<file path="config.mk">
export PLATFORM = sky130hd
export DESIGN_NAME = imem_loader
export DESIGN_NICKNAME = d
export VERILOG_FILES = /design/src/rtl/imem_loader.sv
export SDC_FILE = /design/constraint.sdc
export NUM_CORES = 1
export LEC_CHECK = 0
export ABC_CLOCK_PERIOD_IN_PS = 4950
export BUFFER_PORTS_ARGS = -buffer_cell sky130_fd_sc_hd__buf_2
export CORE_ASPECT_RATIO = 0.8
export CORE_MARGIN = 2
export CORE_UTILIZATION = 61
export CTS_BUF_LIST = sky130_fd_sc_hd__clkbuf_8
export DETAILED_ROUTE_END_ITERATION = 6
export HOLD_SLACK_MARGIN = 0.12
export PLACE_DENSITY = 0.82
export SLEW_MARGIN = 20
export SYNTH_ARGS = -nofsm -noshare
export SYNTH_HDL_FRONTEND = slang
export SYNTH_SLANG_ARGS = --single-unit
</file>
<file path="constraint.sdc">
create_clock -name i_clk -period 4.95 [get_ports i_clk]
set_input_delay 0.2475 -clock i_clk [delete_from_list [all_inputs] [get_ports i_clk]]
set_output_delay 0.2475 -clock i_clk [all_outputs]
set_load 0.02 [all_outputs]
</file>
<file path="src/rtl/imem_loader.sv">
// imem_loader: framed byte-stream boot loader for the 8192x24 instruction
// memory. Frame layout: 0xA5, ADDR_H, ADDR_L, CNT_H, CNT_L, 3*N data bytes
// (big-endian words), CSUM. The 8-bit sum of every byte after the sync byte,
// including CSUM, must be zero. The CPU is held in reset while a frame is in
// flight and until a frame completes with a good checksum.
//
// Ports:
//   i_clk, i_rst             clock, synchronous active-high reset
//   i_rx_data, i_rx_valid    incoming byte stream
//   o_rx_ready               registered; 1 from the first cycle after reset
//   o_imem_addr/data/we      single-cycle write port into instruction memory
//   o_cpu_hold               holds the CPU in reset
//   o_busy                   frame in progress
//   o_done, o_err            one-cycle frame result pulses
module imem_loader #(
    parameter int TIMEOUT       = 1000000,
    parameter bit HOLD_AT_RESET = 1'b1
) (
    input  logic        i_clk,
    input  logic        i_rst,
    input  logic [7:0]  i_rx_data,
    input  logic        i_rx_valid,
    output logic        o_rx_ready,
    output logic [12:0] o_imem_addr,
    output logic [23:0] o_imem_data,
    output logic        o_imem_we,
    output logic        o_cpu_hold,
    output logic        o_busy,
    output logic        o_done,
    output logic        o_err
);

    localparam int IW = $clog2(TIMEOUT + 1);

    typedef enum logic [2:0] {
        S_SYNC,
        S_AH,
        S_AL,
        S_CH,
        S_CL,
        S_DATA,
        S_CSUM
    } state_t;

    state_t        state;
    state_t        state_next;

    logic [7:0]    csum;
    logic [15:0]   cnt;
    logic [1:0]    phase;
    logic [15:0]   word_buf;
    logic [IW-1:0] idle;

    logic          accept;
    logic [7:0]    csum_sum;
    logic          idle_expired;

    assign accept   = i_rx_valid & o_rx_ready;
    assign csum_sum = csum + i_rx_data;
    assign o_busy   = (state != S_SYNC);

    // An accepted byte in the same cycle always wins over the timeout.
    assign idle_expired = (state != S_SYNC) && !accept && (idle == IW'(TIMEOUT - 1));

    always_ff @(posedge i_clk) begin
        if (i_rst) begin
            state <= S_SYNC;
        end else begin
            state <= state_next;
        end
    end

    always_comb begin
        state_next = state;
        if (idle_expired) begin
            state_next = S_SYNC;
        end else if (accept) begin
            case (state)
                S_SYNC: if (i_rx_data == 8'hA5) state_next = S_AH;
                S_AH:   state_next = S_AL;
                S_AL:   state_next = S_CH;
                S_CH:   state_next = S_CL;
                S_CL:   state_next = ({cnt[15:8], i_rx_data} != 16'd0) ? S_DATA : S_CSUM;
                // cnt still holds the words remaining including this one
                S_DATA: if (phase == 2'd2 && cnt == 16'd1) state_next = S_CSUM;
                S_CSUM: state_next = S_SYNC;
                default: state_next = S_SYNC;
            endcase
        end
    end

    always_ff @(posedge i_clk) begin
        if (i_rst) begin
            o_rx_ready  <= 1'b0;
            o_imem_we   <= 1'b0;
            o_imem_addr <= 13'd0;
            o_imem_data <= 24'd0;
            o_done      <= 1'b0;
            o_err       <= 1'b0;
            o_cpu_hold  <= HOLD_AT_RESET;
            csum        <= 8'd0;
            cnt         <= 16'd0;
            phase       <= 2'd0;
            word_buf    <= 16'd0;
            idle        <= '0;
        end else begin
            o_rx_ready <= 1'b1;
            o_imem_we  <= 1'b0;
            o_done     <= 1'b0;
            o_err      <= 1'b0;

            // Address advances on the write cycle itself, so the write sees
            // the address the word belongs to. The next frame's address
            // bytes can never coincide with a write cycle.
            if (o_imem_we) begin
                o_imem_addr <= o_imem_addr + 13'd1;
            end

            if (state == S_SYNC || accept) begin
                idle <= '0;
            end else begin
                idle <= idle + IW'(1);
            end

            if (idle_expired) begin
                o_err <= 1'b1;
            end

            if (accept) begin
                csum <= csum_sum;
                case (state)
                    S_SYNC: begin
                        csum <= 8'd0;
                        if (i_rx_data == 8'hA5) begin
                            o_cpu_hold <= 1'b1;
                        end
                    end
                    S_AH: o_imem_addr[12:8] <= i_rx_data[4:0];
                    S_AL: o_imem_addr[7:0]  <= i_rx_data;
                    S_CH: cnt[15:8] <= i_rx_data;
                    S_CL: begin
                        cnt[7:0] <= i_rx_data;
                        phase    <= 2'd0;
                    end
                    S_DATA: begin
                        case (phase)
                            2'd0: begin
                                word_buf[15:8] <= i_rx_data;
                                phase          <= 2'd1;
                            end
                            2'd1: begin
                                word_buf[7:0] <= i_rx_data;
                                phase         <= 2'd2;
                            end
                            default: begin
                                o_imem_data <= {word_buf, i_rx_data};
                                o_imem_we   <= 1'b1;
                                cnt         <= cnt - 16'd1;
                                phase       <= 2'd0;
                            end
                        endcase
                    end
                    S_CSUM: begin
                        if (csum_sum == 8'd0) begin
                            o_done     <= 1'b1;
                            o_cpu_hold <= 1'b0;
                        end else begin
                            o_err <= 1'b1;
                        end
                    end
                    default: ;
                endcase
            end
        end
    end

endmodule

</file>
**Word-level counts from Yosys, hierarchy flattened**

Index checks and enable logic that the tools add are counted.

- Output and inout port bits: 43
- Input bits: 11
- Bits in registers: 107
- Word-level logic and storage cells: 89

- Reduce and logical (&&, ||, !) cells: 26
- Add/subtract/negate cells: 4
- Muxes and demuxes: 24
- Equality and inequality tests: 15
- Bitwise logic cells: 5

Operator list:

| kind | count |
|---|---|
| one-hot mux 8 bit (2 select lines) | 2 |
| 2-to-1 mux 13 bit | 2 |
| adder 20 x 1 -> 20 bit (second input constant) | 1 |
| equality test 20 bit (second input constant) | 1 |
| one-hot mux 3 bit (6 select lines) | 1 |
| AND reduction 3 bit | 6 |
| equality test 16 x 1 -> 1 bit (second input constant) | 1 |
| 2-to-1 mux 16 bit | 1 |
| 2-to-1 mux 8 bit | 2 |
| nonzero test 16 bit | 1 |
| subtractor 16 x 1 -> 16 bit (second input constant) | 1 |
| adder 13 x 1 -> 13 bit (second input constant) | 1 |
| equality test 3 bit (second input constant) | 3 |
| 2-to-1 mux 1 bit | 9 |
| adder 8 bit | 1 |
| equality test 8 bit (second input constant) | 1 |
| logical NOT 8 bit | 1 |
| != test 2 bit (second input constant) | 4 |
| one-hot mux 2 bit (2 select lines) | 2 |
| equality test 3 x 2 -> 1 bit (second input constant) | 2 |
| 2-to-1 mux 3 bit | 2 |
| nonzero test 2 bit | 3 |
| OR reduction 2 bit | 3 |
| OR reduction 3 bit | 2 |
| other kinds (16) | 21 |

**Depth between registers and ports, before layout**

- Word-level depth: 8
- Gate-level depth with buffers: 8

**Least setup slack after synthesis**

OpenSTA, ideal clock, no wires.

- Kind: register to register
- Start point: reg csum[1]
- End point: reg o_done
- Cell stages (with the launch flop): 7
- Buffers on the path: 0
- Setup time: 0.060 ns
- Data arrival time: 1.957 ns
- Clock period less this slack: 2.017 ns
- Slack: 2.933 ns
- Cells stage by stage: dfxtp_1 ha_1 a211oi_1 nor4b_1 or3_1 a2111oi_2 and3_1

- Cells in the longest elaborated chain, start to end: 3

RTL lines:

| item | RTL line | RTL |
|---|---|---|
| start: declaration | 48 | `logic [7:0] csum;` |
| start signal: assignment | 130 | `csum <= csum_sum;` |
| adder 8 bit | 59 | `assign csum_sum = csum + i_rx_data;` |
| logical NOT 8 bit | 164 | `if (csum_sum == 8'd0) begin` |
| 2-to-1 mux 1 bit | 164 |  |
| end signal: assignment | 98 | `o_done <= 1'b0;` |
| end signal: assignment | 109 | `o_done <= 1'b0;` |
| end signal: assignment | 165 | `o_done <= 1'b1;` |
| end: declaration | 29 | `output logic o_done,` |

Every way passes these cells.
A chain may end at the register's enable or synchronous reset.

**Worst setup path in the final report**

- Start point: reg state[0]
- End point: reg word_buf[11]

- Cells in the longest elaborated chain, start to end: 2

RTL lines:

| item | RTL line | RTL |
|---|---|---|
| start: declaration | 45 | `state_t state;` |
| start signal: assignment | 69 | `state <= state_next;` |
| equality test 3 bit | 131 | `case (state)` |
| AND reduction 3 bit (no line) | -- |  |
| end signal: assignment | 148 | `word_buf[15:8] <= i_rx_data;` |
| end: declaration | 51 | `logic [15:0] word_buf;` |

Every way passes these cells.

==> summary.txt <==
Worst setup path
  – Reg-to-reg setup timing slack: 2400 ps
  – CP Max Fanout: 24
  – Reg2reg path depth: 4
  – Reg2reg start: state[0]
  – Crit. End Element: flip-flop
  – Startpoint class of the critical path: flip-flop
  – Worst Path Required: between 5000 and 6000 ps
  – Delay-heaviest family, CP: simple AND/OR/NAND/NOR gates
  – Worst Path Buf+Inv: 0
  – CP max stage delay: 820 ps
  – CP max-delay cell: nor4_4
  – FF-to-FF End: word_buf[11]
  – Critical Path AT: around 2800 ps
  – Path type of the worst setup path: reg2reg
  – Crit path cell chain: nand3b_1, nor4_4, mux2i_1, nor2_1

Place
  – Placer Congestion: 0.833
  – Hpwl dp: 8380 um
  – IO Port Bufs: 53
  – Dpl cells: between 700 and 800
  – Placement Setup Slack: around 2200 ps
  – Placed cell areas: 5310 sq um

CTS
  – TritonCTS clock tree: built
  – Clk root buf: clkbuf_8
  – H-tree lvl count: 3
  – Hold-fix buffers, CTS: 0
  – PostCTS Resize Cnt: 0
  – Post-CTS setup buffers: 0
  – Clock buffer depth: 2
  – Worst skew pair latency: 380 ps
  – CTS Sinks: 107
  – Num CTS Buffers: 9
  – Clk slew on worst S/H paths: ~110 ps

Finish
  – Fillcell total: 673
  – Syn-to-layout area delta: 10.1%
  – Layout Nets: ~670
  – Register area: ~2100 sq um
  – Final Cell Area: between 5000 and 6000 sq um
  – Area of the multi-input gates: approximately 2700 sq um
  – N_diodes: 0
  – Share of layout cells above drive strength 1: 12.6%
  – Finished Layout Cells: between 700 and 800

Synth
  – Syn Area/Cell: approximately 8 sq um
  – FFs w/ async S/R, synth: 0%
  – Syn nets: between 600 and 700
  – Synth Flop Type: dfxtp_1
  – Ys Warns: 0
  – Mux contribution to synthesized area: 3.38%
  – Synthesis-stage register bit count: approximately 110
  – Number of distinct library cells after synthesis: 54
  – Compound-Gate Fraction of Synth Area: 16.9%
  – Post-synth EDFFs: 0
  – XOR/XNOR Fraction of Synth Area: under 10%
  – Synth Area in Simple Gates: about 25%
  – Synth Instances: 616
  – Adder-Cell Fraction of Synth Area: 3.13%
  – Syn Std Cell Area: 5030 sq um
  – Main combinational cell family by area after synthesis: simple AND/OR/NAND/NOR gates
  – Sequential share of the synthesized area: between 40% and 50%

Drt
  – Final ANT Viol Nets: 0
  – Drt first pass iters: 5
  – # DRC: 0
  – Routed WL: 12400 um
  – Wire per inst: 16.4 um
  – Initial drt markers: 396
  – DR vias/cell: between 6 and 7
  – Vias: around 4.6k

Worst hold path
  – Hold Crit Start: i_rx_data[6]
  – Hold Crit Endpoint: o_imem_data[6]
  – Hold Path Depth: 3
  – Hold Path Class: in2reg

Timing
  – Fmax: about 390 MHz
  – Slew margin rel.: about two fifths
  – Setup Skew: between 15 and 20 ps
  – Hold Vio Cnt, Final: 0
  – RSZ-0062 raised after global routing: false
  – Total negative setup slack: 0 ps
  – Finish-stage setup viols: 0
  – Setup WS post-layout: about 2400 ps
  – Worst Tran Pin Value: between 900 and 1000 ps
  – Final cycle utilization of the critical path: between 50% and 60%
  – Pins Over Slew Limit: 0
  – Min Tclk post-route: 2550 ps

Global route
  – Largest net degree at the start of global routing: 83
  – Antenna violations before repair: 0
  – Vias in the first global route: approximately 4.2k
  – Remaining Overflow, GRT: 0
  – First-pass GRT wire length: 20300 um
  – GRT Total Usage: 28.1%

Run
  – Max Cap Viol: 0

Die
  – Die area: approximately 9000 sq um
  – Core Area: about 8000 sq um
  – Ports: between 50 and 60
  – Initial Util: between 60% and 70%
  – Row count: 29
  – Die W: 106 um
  – Die Y: ~85 um

Pwr
  – Cell area power density: roughly 270 nW/um^2
  – Leakage: roughly 2.1 nW
  – Peak supply drop: 0.000223 V
  – Power Total: approximately 1.5 mW

Run status
  – Status: complete, no violations
## per-stage QoR
step                hold WS [ps]  utilization, %
CTS                          206            69.3
finish                       215            69.4
global placement             442            66.6
floorplan                    384               -
global route                 235            69.4
detailed placement           444            66.6
## area by class of cell
| type | count | area share, % |
|---|---|---|
| Clock buffer | 9 | 2.24 |
| Clock inverter | 6 | 1.74 |
| Inverter | 13 | 0.881 |
| Multi-Input combinational cell | 459 | 49.0 |
| Sequential cell | 107 | 38.7 |
| Tap cell | 108 | 2.44 |
| Timing Repair Buffer | 55 | 5.06 |
## synth_stat cells, types with 3 or more instances
| cell | instances | area share, % |
|---|---|---|
| nand3_1 | 19 | 1.9 |
| nor4_1 | 4 | 0.50 |
| and4_1 | 4 | 0.70 |
| ha_1 | 11 | 2.7 |
| a211oi_1 | 17 | 2.5 |
| xnor2_1 | 10 | 1.7 |
| dfxtp_1 | 107 | 43 |
| buf_2 | 3 | 0.30 |
| nor3b_1 | 3 | 0.45 |
| nand2_1 | 82 | 6.1 |
| a31oi_1 | 5 | 0.62 |
| nor3_1 | 14 | 1.4 |
| nand4_1 | 10 | 1.2 |
| a22oi_1 | 7 | 1.0 |
| o2111ai_1 | 3 | 0.52 |
| o31ai_1 | 4 | 0.60 |
| mux2i_1 | 17 | 3.4 |
| clkbuf_1 | 33 | 2.5 |
| and3_1 | 8 | 0.99 |
| xor2_1 | 19 | 3.3 |
| or3_1 | 10 | 1.2 |
| and2_1 | 4 | 0.50 |
| and3b_1 | 3 | 0.52 |
| or4_1 | 5 | 0.75 |
| o21ai_0 | 30 | 3.0 |
| nor2_1 | 80 | 6.0 |
| a21oi_1 | 57 | 5.7 |
| nor4b_1 | 3 | 0.52 |
| inv_1 | 13 | 0.97 |
## state kept, by name, summed over array words and instances, names as in the netlist
name,flops
cnt,16
idle,20
state,3
o_imem_data,24
o_done,1
o_imem_addr,13
word_buf,16
csum,8
phase,2
o_imem_we,1
o_err,1
o_cpu_hold,1
o_rx_ready,1
## cells by family after synthesis
group | Yosys count
compound gates | 139
xor+xnor | 29
fa+ha+maj | 12
buf+inv | 50
flops | 107
mux | 17
simple gates | 262
## layout by cell type, fill, tap and decap left out, types with 3 or more instances in the layout
master | netlist | routed
dfxtp_1 | 107 | 107
nand2_1 | 82 | 82
nor2_1 | 80 | 80
a21oi_1 | 57 | 57
buf_2 | 3 | 53
o21ai_0 | 30 | 30
nand3_1 | 19 | 19
xor2_1 | 19 | 19
a211oi_1 | 17 | 17
mux2i_1 | 17 | 17
nor3_1 | 14 | 14
inv_1 | 13 | 13
ha_1 | 11 | 11
nand4_1 | 10 | 10
or3_1 | 10 | 10
xnor2_1 | 10 | 10
clkbuf_8 | 0 | 9
and3_1 | 8 | 8
a22oi_1 | 7 | 7
or4_1 | 5 | 5
a31oi_1 | 5 | 5
and2_1 | 4 | 4
and4_1 | 4 | 4
o31ai_1 | 4 | 4
and3b_1 | 3 | 3
nor4b_1 | 3 | 3
o2111ai_1 | 3 | 3
nor3b_1 | 3 | 3
nor4_1 | 4 | 3
## power breakdown
| part | internal (mW) | leakage [nW] | total (mW) | switching [mW] |
|---|---|---|---|---|
| Combinational | 0.0136 | 1.12 | 0.0561 | 0.0425 |
| Clock | 0.290 | 0.114 | 0.597 | 0.306 |
| Sequential | 0.861 | 0.862 | 0.861 | 0.000611 |
## worst max path at each step
stage,startpoint,to,slack (ps),depth (start not counted)
6_report,state[0],word_buf[11],2400,4
5_1_grt,state[2],word_buf[10],2170,4
4_1_cts,state[0],word_buf[10],2160,4
3_5_place_dp,state[0],word_buf[13],2190,4
3_3_place_gp,state[0],word_buf[9],2340,4
2_1_floorplan,csum[1],o_done,2930,6
## metal layers
metal  part of all wire [%]  wire (um)  vias up  track usage, %
met4                    2.1        266        0            9.09
met5                      0          0        -               0
met3                    6.8        844       25            5.91
met2                     45       5630      181            44.6
li1                       -          -     2228               -
met1                     46       5660     2197            38.4
## worst register-to-register path, stage by stage, from the launching register on
cell	delay [ps]
dfxtp_1	550
nand3b_1	680
nor4_4	820
mux2i_1	280
nor2_1	60
(Power assumes the default switching activity.)
